File: config.mk
export PLATFORM = sky130hd
export DESIGN_NAME = vga_timing_gen
export DESIGN_NICKNAME = d
export VERILOG_FILES = /design/src/rtl/vga_timing_gen.sv
export SDC_FILE = /design/constraint.sdc
export NUM_CORES = 1
export LEC_CHECK = 0
export ABC_CLOCK_PERIOD_IN_PS = 3400
export CAP_MARGIN = 10
export CORE_ASPECT_RATIO = 0.9
export CORE_MARGIN = 1
export CORE_UTILIZATION = 58
export CTS_BUF_LIST = sky130_fd_sc_hd__clkbuf_2
export CTS_CLUSTER_DIAMETER = 30
export DETAILED_ROUTE_END_ITERATION = 12
export PLACE_DENSITY = 0.82
export SKIP_LAST_GASP = 1
export SLEW_MARGIN = 10
export SYNTH_ARGS = -nofsm -noshare
export SYNTH_HDL_FRONTEND = slang
export SYNTH_SLANG_ARGS = --single-unit
export TNS_END_PERCENT = 1
File: constraint.sdc
create_clock -name clk -period 3.4 [get_ports clk]
set_clock_uncertainty 0.1 [all_clocks]
set_input_delay 0.68 -clock clk [delete_from_list [all_inputs] [get_ports clk]]
set_output_delay 0.68 -clock clk [all_outputs]
set_load 0.02 [all_outputs]
File: src/rtl/vga_timing_gen.sv
// Raster timing for 640x480@60: clock divider, x/y counters, syncs and per-frame strobes.
// All outputs are registered together, so x, y, syncs and active_pixels reach renderers with zero skew.
module vga_timing_gen #(
  parameter int CLK_DIV  = 2,
  parameter int H_ACTIVE = 640,
  parameter int H_FP     = 16,
  parameter int H_SYNC   = 96,
  parameter int H_BP     = 48,
  parameter int V_ACTIVE = 480,
  parameter int V_FP     = 10,
  parameter int V_SYNC   = 2,
  parameter int V_BP     = 33
) (
  input  logic       clk,
  input  logic       rst,
  output logic       pix_tick,
  output logic [9:0] x,
  output logic [9:0] y,
  output logic       active_pixels,
  output logic       hsync,
  output logic       vsync,
  output logic       frame_start,
  output logic       vblank_start
);

  localparam int H_TOTAL = H_ACTIVE + H_FP + H_SYNC + H_BP;
  localparam int V_TOTAL = V_ACTIVE + V_FP + V_SYNC + V_BP;

  localparam logic [3:0] DIV_LAST = 4'(CLK_DIV - 1);
  localparam logic [9:0] H_LAST   = 10'(H_TOTAL - 1);
  localparam logic [9:0] V_LAST   = 10'(V_TOTAL - 1);
  localparam logic [9:0] H_VIS    = 10'(H_ACTIVE);
  localparam logic [9:0] V_VIS    = 10'(V_ACTIVE);
  localparam logic [9:0] HS_BEG   = 10'(H_ACTIVE + H_FP);
  localparam logic [9:0] HS_END   = 10'(H_ACTIVE + H_FP + H_SYNC);
  localparam logic [9:0] VS_BEG   = 10'(V_ACTIVE + V_FP);
  localparam logic [9:0] VS_END   = 10'(V_ACTIVE + V_FP + V_SYNC);

  logic [3:0] div_cnt_q, div_cnt_d;
  logic [9:0] h_cnt_q, h_cnt_d, v_cnt_q, v_cnt_d;
  logic [9:0] h_nxt, v_nxt;
  logic [9:0] x_q, x_d, y_q, y_d;
  logic       pix_tick_q, pix_tick_d;
  logic       active_q, active_d;
  logic       hsync_q, hsync_d, vsync_q, vsync_d;
  logic       frame_start_q, frame_start_d;
  logic       vblank_start_q, vblank_start_d;

  always_comb begin
    div_cnt_d      = (div_cnt_q == DIV_LAST) ? 4'd0 : div_cnt_q + 4'd1;
    pix_tick_d     = (div_cnt_d == DIV_LAST);

    h_nxt          = (h_cnt_q == H_LAST) ? 10'd0 : h_cnt_q + 10'd1;
    v_nxt          = v_cnt_q;
    if (h_cnt_q == H_LAST) begin
      v_nxt        = (v_cnt_q == V_LAST) ? 10'd0 : v_cnt_q + 10'd1;
    end

    h_cnt_d        = h_cnt_q;
    v_cnt_d        = v_cnt_q;
    x_d            = x_q;
    y_d            = y_q;
    active_d       = active_q;
    hsync_d        = hsync_q;
    vsync_d        = vsync_q;
    frame_start_d  = 1'b0;
    vblank_start_d = 1'b0;

    // Every presented signal is derived from the same next position, keeping them aligned.
    if (pix_tick_q) begin
      h_cnt_d        = h_nxt;
      v_cnt_d        = v_nxt;
      x_d            = h_nxt;
      y_d            = v_nxt;
      active_d       = (h_nxt < H_VIS) && (v_nxt < V_VIS);
      hsync_d        = !((h_nxt >= HS_BEG) && (h_nxt < HS_END));
      vsync_d        = !((v_nxt >= VS_BEG) && (v_nxt < VS_END));
      frame_start_d  = (h_nxt == 10'd0) && (v_nxt == 10'd0);
      vblank_start_d = (h_nxt == 10'd0) && (v_nxt == V_VIS);
    end
  end

  // Internal counters park on the last position so the first tick lands on (0,0).
  always_ff @(posedge clk or posedge rst) begin
    if (rst) begin
      div_cnt_q      <= 4'd0;
      pix_tick_q     <= 1'b0;
      h_cnt_q        <= H_LAST;
      v_cnt_q        <= V_LAST;
      x_q            <= 10'd0;
      y_q            <= 10'd0;
      active_q       <= 1'b0;
      hsync_q        <= 1'b1;
      vsync_q        <= 1'b1;
      frame_start_q  <= 1'b0;
      vblank_start_q <= 1'b0;
    end else begin
      div_cnt_q      <= div_cnt_d;
      pix_tick_q     <= pix_tick_d;
      h_cnt_q        <= h_cnt_d;
      v_cnt_q        <= v_cnt_d;
      x_q            <= x_d;
      y_q            <= y_d;
      active_q       <= active_d;
      hsync_q        <= hsync_d;
      vsync_q        <= vsync_d;
      frame_start_q  <= frame_start_d;
      vblank_start_q <= vblank_start_d;
    end
  end

  assign pix_tick      = pix_tick_q;
  assign x             = x_q;
  assign y             = y_q;
  assign active_pixels = active_q;
  assign hsync         = hsync_q;
  assign vsync         = vsync_q;
  assign frame_start   = frame_start_q;
  assign vblank_start  = vblank_start_q;

endmodule
==> flow_metrics.env <==
export IMPL_status="finished, final reports clean"
export IMPL_htree_levels=2
export IMPL_hold_class="reg2reg"
export IMPL_fill_cells=312
export IMPL_setup_tns_ns=0
export IMPL_finalSetupViolations=0
export IMPL_syn_cell_area_um2=2420
export IMPL_synth_seq_cells=40
export IMPL_nNetsFinal=276
export IMPL_ir_drop_uv=271
export IMPL_grt_pass1_wl_um=8360
export IMPL_pwr_share_clk=0.424
export IMPL_swShare=0.196
export IMPL_synth_top_family_by_area="simple AND/OR/NAND/NOR gates"
export IMPL_cp_start_kind="flip-flop"
export IMPL_leakage_nw=1.07
export IMPL_synth_most_common_cell="dfrtp_1"
export IMPL_n_antenna_cell=0
export IMPL_yosysTopAreaCell="dfrtp_1"
export IMPL_crit_fanout=16
export IMPL_rsz0062_at_grt="no"
export IMPL_synth_top_cells_by_count="dfrtp_1 (28), nand2_1 (24), nor2_1 (22)"
export IMPL_drt_pass1_iterations=4
export IMPL_cts_setup_buffers=0
export IMPL_syn_avg_cell_area_um2=9.29
export IMPL_grtUsageTotal=0.242
export IMPL_cts_hold_buf=0
export IMPL_period_needed_ns=2.70
export IMPL_seqPwrFrac=0.564
export IMPL_synth_ff_type="dfrtp_1"
export IMPL_slew_headroom=0.652
export IMPL_fin_util=0.700
export IMPL_grt_overflow=0
export IMPL_synth_compound_area_frac=0.141
export IMPL_drtIter0Drc=251
export IMPL_cts_tree="done"
export IMPL_period_share=0.793
export IMPL_fin_hold_ws_ns=0.385
export IMPL_critPathRequiredTime_ns=3.64
export IMPL_wl_um=4800
export IMPL_synth_top_area_share=0.289
export IMPL_io_pins=28
export IMPL_die_h_um=63.3
export IMPL_fmax_mhz=371
export IMPL_synth_xor_area_share=0.0650
export IMPL_finalHoldViolations=0
export IMPL_seq_area_frac_synth=0.419
export IMPL_clockRootBuffer="clkbuf_2"
export IMPL_grt_max_degree=41
export IMPL_maxCapViolations=0
export IMPL_p_comb_frac=0.012
export IMPL_wl_per_cell_um=15.1
export IMPL_pwr_density_cell_nw_per_um2=313
export IMPL_cts_sinks=40
export IMPL_layout_drive_gt1_share=0.144
export IMPL_synth_area_top_cells="dfrtp_1 (29%), dfstp_2 (13%), xnor2_1 (4.3%)"
export IMPL_synth_async_sr_flop_share=1.00
export IMPL_vias=1891
export IMPL_grt_pass1_vias=1711
export IMPL_synth_nets=267
export IMPL_die_x_um=70.2
export IMPL_yosysWarnings=0
export IMPL_area_delta_synth_final_pct=11.5
export IMPL_cp_end_kind="flip-flop"
export IMPL_port_buffers=27
export IMPL_power_internal_mw=0.680
export IMPL_clock_latency_ns=0.41
export IMPL_start_util=0.628
export IMPL_synthAdderAreaFrac=0.0206
export IMPL_clkTransAtPathRegs_ns=0.21
export IMPL_crit_type="reg2reg"
export IMPL_ant_nets=0
export IMPL_p_switching_mw=0.166
export IMPL_tightest_slew_ns=0.516
export IMPL_die_area_um2=4440
export IMPL_synthCells=261
export IMPL_ctsResizeCount=0
export IMPL_synth_simple_area_share=0.244
export IMPL_final_max_slew_viol_count=0
export IMPL_antenna_found_initial=0
export IMPL_arrival_ns=2.94
export IMPL_numCtsBuffers=5
export IMPL_power_mw=0.846
export IMPL_synth_cell_types=51
export IMPL_synth_mux_area_frac=0.0268
export IMPL_fp_coreArea_um2=3860
export IMPL_clockBufferDepth=2
export IMPL_rows=21
export IMPL_synth_edff_count=0
export IMPL_vias_per_cell=5.97
export IMPL_hpwl_um=3350
export IMPL_gp_congestion=0.864
export IMPL_drc=0
==> layout make-up <==
type	instances	area, um2	share of cell area
Clock inverter	2	60.1	0.0222
Clock buffer	6	30.0	0.0111
Timing Repair Buffer	29	285	0.106
Inverter	13	48.8	0.0180
Tap cell	46	57.6	0.0213
Sequential cell	40	1020	0.376
Multi-Input combinational cell	181	1210	0.446
==> path summary, 6_finish.rpt <==
kind | start | end | slack [ns] | depth (start not counted)
setup reg to reg | h_cnt_q[0]$_DFFE_PP1P_ | frame_start$_DFF_PP0_ | 0.70 | 7
min in group asynchronous | rst | pix_tick$_DFF_PP0_ | 0.54 | 3
setup / recovery | h_cnt_q[0]$_DFFE_PP1P_ | frame_start$_DFF_PP0_ | 0.70 | 7
max in group asynchronous | rst | v_cnt_q[2]$_DFFE_PP1P_ | 2.28 | 3
hold reg to reg | div_cnt_q[3]$_DFF_PP0_ | pix_tick$_DFF_PP0_ | 0.39 | 1
hold / removal | div_cnt_q[3]$_DFF_PP0_ | pix_tick$_DFF_PP0_ | 0.39 | 1
==> cells by family (layout without fill, tap and decap cells) <==
kind of cell | count (synthesis) | count (layout)
simple gates | 106 | 106
fa+ha+maj | 4 | 4
buf+inv | 40 | 50
flops | 40 | 40
xor+xnor | 18 | 18
mux | 6 | 6
compound gates | 47 | 47
==> cells in the final DEF, fill, tap and decap left out, types with 5 or more instances in the layout <==
master           count
xor2_1               6
nand3_1             14
nand4_1              6
inv_1               13
a31oi_1              5
dfstp_2             12
nor2_1              22
clkdlybuf4s50_1     27
nor3_1              13
nand2_1             24
clkbuf_2             6
o21ai_0             15
dfrtp_1             28
a21oi_1              8
xnor2_1             12
==> per-layer routing <==
layer  global-route usage  vias to the layer above  part of all wire
met1                0.362                      891              0.49
li1                     -                      934                 -
met2                0.341                       57              0.44
met5                    0                        -                 0
met3               0.0448                        9             0.046
met4                0.110                        0             0.018
==> metrics by stage <==
stage	setup WS, ns	instances	cell area (um2)
floorplan	0.993	261	2420
global placement	0.791	309	2610
detailed placement	0.722	309	2610
CTS	0.717	317	2700
global route	0.535	317	2700
finish	0.704	317	2700
==> power groups by stage <==
stage / clock network, mW / registers (mW) / logic, mW
after floorplan: 0 / 0.485 / 0.00687
after global placement: 0 / 0.485 / 0.0111
after detailed placement: 0 / 0.485 / 0.0113
after CTS: 0.363 / 0.477 / 0.0113
after global routing: 0.388 / 0.478 / 0.0131
final: 0.358 / 0.477 / 0.0105
==> sequential cells by signal, summed over array words and instances (netlist names), 3 cells and up <==
signal	cells
y	3
v_cnt_q	10
h_cnt_q	10
div_cnt_q	4
x	7
==> worst max-delay path: stages, from the launching register on <==
cell	delay (ns)
dfstp_2	0.63
ha_1	0.33
and4_4	0.31
nand3_4	0.20
or4_4	0.59
a21oi_4	0.22
nor4_2	0.08
and3_1	0.17
No activity file was read; power rests on OpenSTA's default activity.
==> patch 1, RTL diff (same flow settings) <==
Take the reset off `x_q` and `y_q` and load them in a clocked block of their own.
--- a/src/rtl/vga_timing_gen.sv
+++ b/src/rtl/vga_timing_gen.sv
@@ -87,8 +87,6 @@
       pix_tick_q     <= 1'b0;
       h_cnt_q        <= H_LAST;
       v_cnt_q        <= V_LAST;
-      x_q            <= 10'd0;
-      y_q            <= 10'd0;
       active_q       <= 1'b0;
       hsync_q        <= 1'b1;
       vsync_q        <= 1'b1;
@@ -99,14 +97,17 @@
       pix_tick_q     <= pix_tick_d;
       h_cnt_q        <= h_cnt_d;
       v_cnt_q        <= v_cnt_d;
-      x_q            <= x_d;
-      y_q            <= y_d;
       active_q       <= active_d;
       hsync_q        <= hsync_d;
       vsync_q        <= vsync_d;
       frame_start_q  <= frame_start_d;
       vblank_start_q <= vblank_start_d;
     end
+  end
+
+  always_ff @(posedge clk) begin
+    x_q <= x_d;
+    y_q <= y_d;
   end
 
   assign pix_tick      = pix_tick_q;
Check against the original RTL: differs if rst is asserted again (counterexample within 10 cycles, from zero or initial values and one cycle with rst high); with rst held inactive, the same outputs for 10 cycles.
==> patch 1 against the unedited design <==
Via count decreased by 1.8%; power increased by 3.2%; fmax decreased by 8.9%; worst setup slack got worse by 0.26 ns; routed wire length decreased by 0.79%; cell count increased by 4.1%; clock power decreased by 33%; hold slack improved by 0.024 ns; core utilization decreased by 3.0 points; sequential cell count increased by 10; synthesized area increased by 11%; cell area increased by 11%; largest power group unchanged.
==> patch 1: results (changes against the unedited design) <==
[metrics] run status: complete, no violations
[metrics] share of flip-flops with an asynchronous set or reset: 0.600 (-0.400)
[metrics] clock buffer count in the final layout: 7 (+1)
[metrics] count of multi-input combinational gates: 167 (-7.7%)
[metrics] setup slack of the most critical reg-to-reg path: 0.44 ns (-0.26 ns)
[metrics] clock network area share: 0.0142 (-0.0191)
[metrics] Seq cells: 50 (+25%)
[metrics] count of vias placed by the detailed router: 1,857 (-1.8%)
[metrics] number of enable flip-flop cells after synthesis: 20 (+20)
[metrics] Post-Route WL: 4.76 mm (-0.79%)
[metrics] largest net degree at the start of global routing: 51 (+24%)
[metrics] Reg2Reg Capture Point: vsync
[metrics] Peak supply drop: 0.176 mV (-35%)
[metrics] delay of the slowest cell on the worst path: 0.65 ns (+0.02 ns)
[metrics] worst setup timing slack at the placement stage: 0.502 ns (-0.220 ns)
[metrics] number of nets produced by synthesis: 252 (-5.6%)
[metrics] ratio of cells with drive above 1 in the final layout: 0.146 (+0.00161)
[metrics] top area cells in the synthesized netlist: edfxtp_1 22%, dfrtp_1 17%, dfstp_2 12%
[metrics] share of the final layout cell area in multi-input gates: 0.388 (-0.0579)
[metrics] top cells by instance count after synthesis: 21 x nor2_1, 20 x edfxtp_1, 19 x xnor2_1
[metrics] initial detailed-routing violation count: 117 (-53%)
[metrics] gp weighted congestion: 0.845 (-2.2%)
[metrics] combined global-route utilization of all metal layers: 0.223 (-0.0194)
[metrics] non-clock buffer contribution to total cell area: 0.0980 (-0.00752)
[metrics] library cells used by synthesis: 52 (+2.0%)
[metrics] synthesized area per cell: 11.0 µm² (+18%)
[metrics] Seq/Total Area, Yosys: 0.506 (+0.0875)
[metrics] clock-pin slew of the registers on the worst-case setup and hold paths: 0.25 ns (+0.04 ns)
[metrics] maximum fanout encountered on the critical timing path: 10 (-6)
-- patch 1: cell count changes after synthesis, moves of 6 or more --
cell	before	now
edfxtp_1	0	20
nand2_1	24	18
buf_4	11	2
xnor2_1	12	19
nor3_1	13	7
dfrtp_1	28	18
buf_2	8	0
-- patch 1: cell families after synthesis --
group	count (synthesis)	share of synthesized area
AOI/OAI and AO/OA	36	0.0853
buffers and inverters	29	0.0635
and+or+nand+nor	96	0.219
xor gates and xnor gates	23	0.0747
adders and majority gates	4	0.0186
DFF	50	0.506
muxes	8	0.0325
-- patch 1: worst max-delay path by stage --
stage	end	slack (ns)	depth (start not counted)
global route	vsync	0.27	7
detailed placement	vsync	0.50	7
CTS	vsync	0.44	7
finish	vsync	0.44	7
floorplan	vsync	0.89	8
global placement	vsync	0.64	7
-- patch 1: power by group --
group          switching (W)  internal (W)  leakage (nW)
logic             0.00000717    0.00000253         0.658
clock network       0.000182     0.0000567        0.0292
registers                  0      0.000625         0.514
-- patch 1: layer usage --
layer  GRT usage  vias to the layer above  wire (µm)
li1            -                      922          -
met1       0.316                      889       2210
met2       0.346                       42       2330
met3      0.0469                        4        186
met4      0.0625                        0         41
met5           0                        -          0
-- patch 1: per-stage QoR --
stage           util  hold WS (ns)  power (W)  cell area (µm²)
4_1_cts        0.670         0.412   0.000881             2990
2_1_floorplan      -         0.347   0.000641             2700
3_3_place_gp   0.660         0.381   0.000646             2950
3_5_place_dp   0.660         0.384   0.000647             2950
6_report       0.670         0.409   0.000874             2990
5_1_grt        0.670         0.436   0.000903             2990
==> patch 2, RTL diff (same settings) <==
Made on the original files. Set the parameter `H_ACTIVE` to 480 (it was 640).
--- a/src/rtl/vga_timing_gen.sv
+++ b/src/rtl/vga_timing_gen.sv
@@ -2,7 +2,7 @@
 // All outputs are registered together, so x, y, syncs and active_pixels reach renderers with zero skew.
 module vga_timing_gen #(
   parameter int CLK_DIV  = 2,
-  parameter int H_ACTIVE = 640,
+  parameter int H_ACTIVE = 480,
   parameter int H_FP     = 16,
   parameter int H_SYNC   = 96,
   parameter int H_BP     = 48,
Behaviour: no difference found for any inputs over 10 cycles, from zero or initial values and one cycle with rst high; that may be too few to reach the edited logic, so the function may still have changed.
==> patch 2 against the unedited design <==
First-iteration DRC count shrank 32%; routed wire length grew 1.9%; power shrank 16%; synthesized area shrank 0.10%; largest cell class unchanged; critical path depth is the same; worst setup slack lost 0.094 ns; sequential cell count grew 1; cell area shrank 2.5%.
==> patch 2: results (changes against the unedited design) <==
[metrics] run status: complete, no violations
[metrics] Crit path arrival time: 3.01 ns (+0.07 ns)
[metrics] top cells by instance count after synthesis: 30 x nor2_1, 28 x dfrtp_1, 19 x nand2_1
[metrics] Min-Delay Path Class: register to register
[metrics] final layout net count: 280 (+1.4%)
[metrics] cell at the root of the clock tree: clkbuf_2
[metrics] number of input and output port buffers inserted: 27 (unchanged)
[metrics] leakage dissipation: 1.06 nW (-1.6%)
[metrics] number of nets produced by synthesis: 269 (+0.75%)
[metrics] gp weighted congestion: 0.884 (+2.2%)
[metrics] final non-filler cell total: 321 (+1.3%)
[metrics] initial detailed-routing violation count: 170 (-32%)
[metrics] library cells used by synthesis: 54 (+5.9%)
[metrics] commonest register cell after synthesis: dfrtp_1
[metrics] ratio of cells with drive above 1 in the final layout: 0.120 (-0.0239)
[metrics] post-CTS setup repair buffer count: 0 (unchanged)
[metrics] Worst slew margin: 0.585 (-0.0665)
[metrics] number of antenna violations at the first check in global routing: 0 (unchanged)
[metrics] vias per cell: 6.06 (+1.6%)
[metrics] Seq/Total Area, Yosys: 0.430 (+0.0113)
[metrics] TritonCTS Buffers: 5 (unchanged)
[metrics] post-CTS resize count: 0 (unchanged)
[metrics] Post-Place Cells: 313 (+1.3%)
[metrics] largest net degree at the start of global routing: 42 (+2.4%)
[metrics] Clock Latency Late Sink: 0.39 ns (-0.02 ns)
[metrics] Peak supply drop: 0.182 mV (-33%)
[metrics] top cell family by delay on the critical path: simple AND/OR/NAND/NOR gates
[metrics] detail-routed net length per standard cell: 15.2 µm (+0.61%)
[metrics] H-tree lvl count: 2 (unchanged)
[metrics] delay of the slowest cell on the worst path: 0.63 ns (about the same)
[metrics] fillcell total: 332 (+6.4%)
[metrics] count of synthesis-stage warnings from yosys: 0 (unchanged)
[metrics] total inserted antenna cells: 0 (unchanged)
[metrics] deepest clock path buffer count: 2 (unchanged)
[metrics] slowest cell on the critical path: dfstp_2
[metrics] placed cell area: 0.00259 mm² (-0.91%)
[metrics] synthesized area per cell: 9.21 µm² (-0.86%)
[metrics] global-route wire length before repair: 8.36 mm (unchanged)
[metrics] detailed-placement wirelength estimate: 3.44 mm (+2.8%)
[metrics] number of global-route vias before repair: 1,770 (+3.4%)
[metrics] maximum fanout encountered on the critical timing path: 12 (-4)
[metrics] share of flip-flops with an asynchronous set or reset: 1.00 (unchanged)
[metrics] combined global-route utilization of all metal layers: 0.238 (-0.00489)
[metrics] clock-pin slew of the registers on the worst-case setup and hold paths: 0.22 ns
[metrics] top area cells in the synthesized netlist: dfrtp_1 29%, dfstp_2 14%, xnor2_1 5.1%
[metrics] Detailed Routing Iterations Pass 1: 4 (unchanged)
patch 2: cells by family (layout without fill, tap and decap cells):
family,Yosys count,count (layout),share of synthesized area
xor+xnor,19,19,0.0687
buf+inv,39,51,0.0956
flops,41,41,0.430
simple gates,101,101,0.218
compound gates,55,55,0.150
mux,4,4,0.0170
fa+ha+maj,4,4,0.0207
patch 2: where the power goes:
part / switching (W) / internal [W]
clock network: 0.000160 / 0.0000533
registers: 0 / 0.000489
logic: 0.00000894 / 0.00000184
total: 0.000169 / 0.000544
patch 2: path summary, 6_finish.rpt:
check	startpoint	end	slack, ns	cells past startpoint
setup reg to reg	h_cnt_q[0]	vblank_start	0.61	7
min in group asynchronous	rst	v_cnt_q[6]	0.57	3
max in group asynchronous	rst	hsync	2.24	3
setup / recovery	h_cnt_q[0]	vblank_start	0.61	7
hold reg to reg	x[9]	x[9]	0.40	1
hold / removal	x[9]	x[9]	0.40	1
patch 2: stage by stage:
step                setup slack, ns  power (W)
floorplan                     0.707   0.000504
global placement              0.709   0.000509
detailed placement            0.650   0.000509
CTS                           0.608   0.000722
global route                  0.452   0.000741
finish                        0.609   0.000713
patch 2: area by class of cell:
cell class / count / area, µm² / area share
Clock buffer: 6 / 30.0 / 0.0114
Clock inverter: 2 / 15.0 / 0.00570
Inverter: 13 / 48.8 / 0.0185
Multi-Input combinational cell: 183 / 1150 / 0.436
Sequential cell: 41 / 1040 / 0.396
Tap cell: 46 / 57.6 / 0.0218
Timing Repair Buffer: 30 / 293 / 0.111
patch 2: routing by layer:
layer	track usage	wire length, µm	up-vias
met1	0.345	2310	912
met4	0.0625	33	0
met5	0	0	-
met2	0.365	2130	86
li1	-	-	942
met3	0.0448	422	5
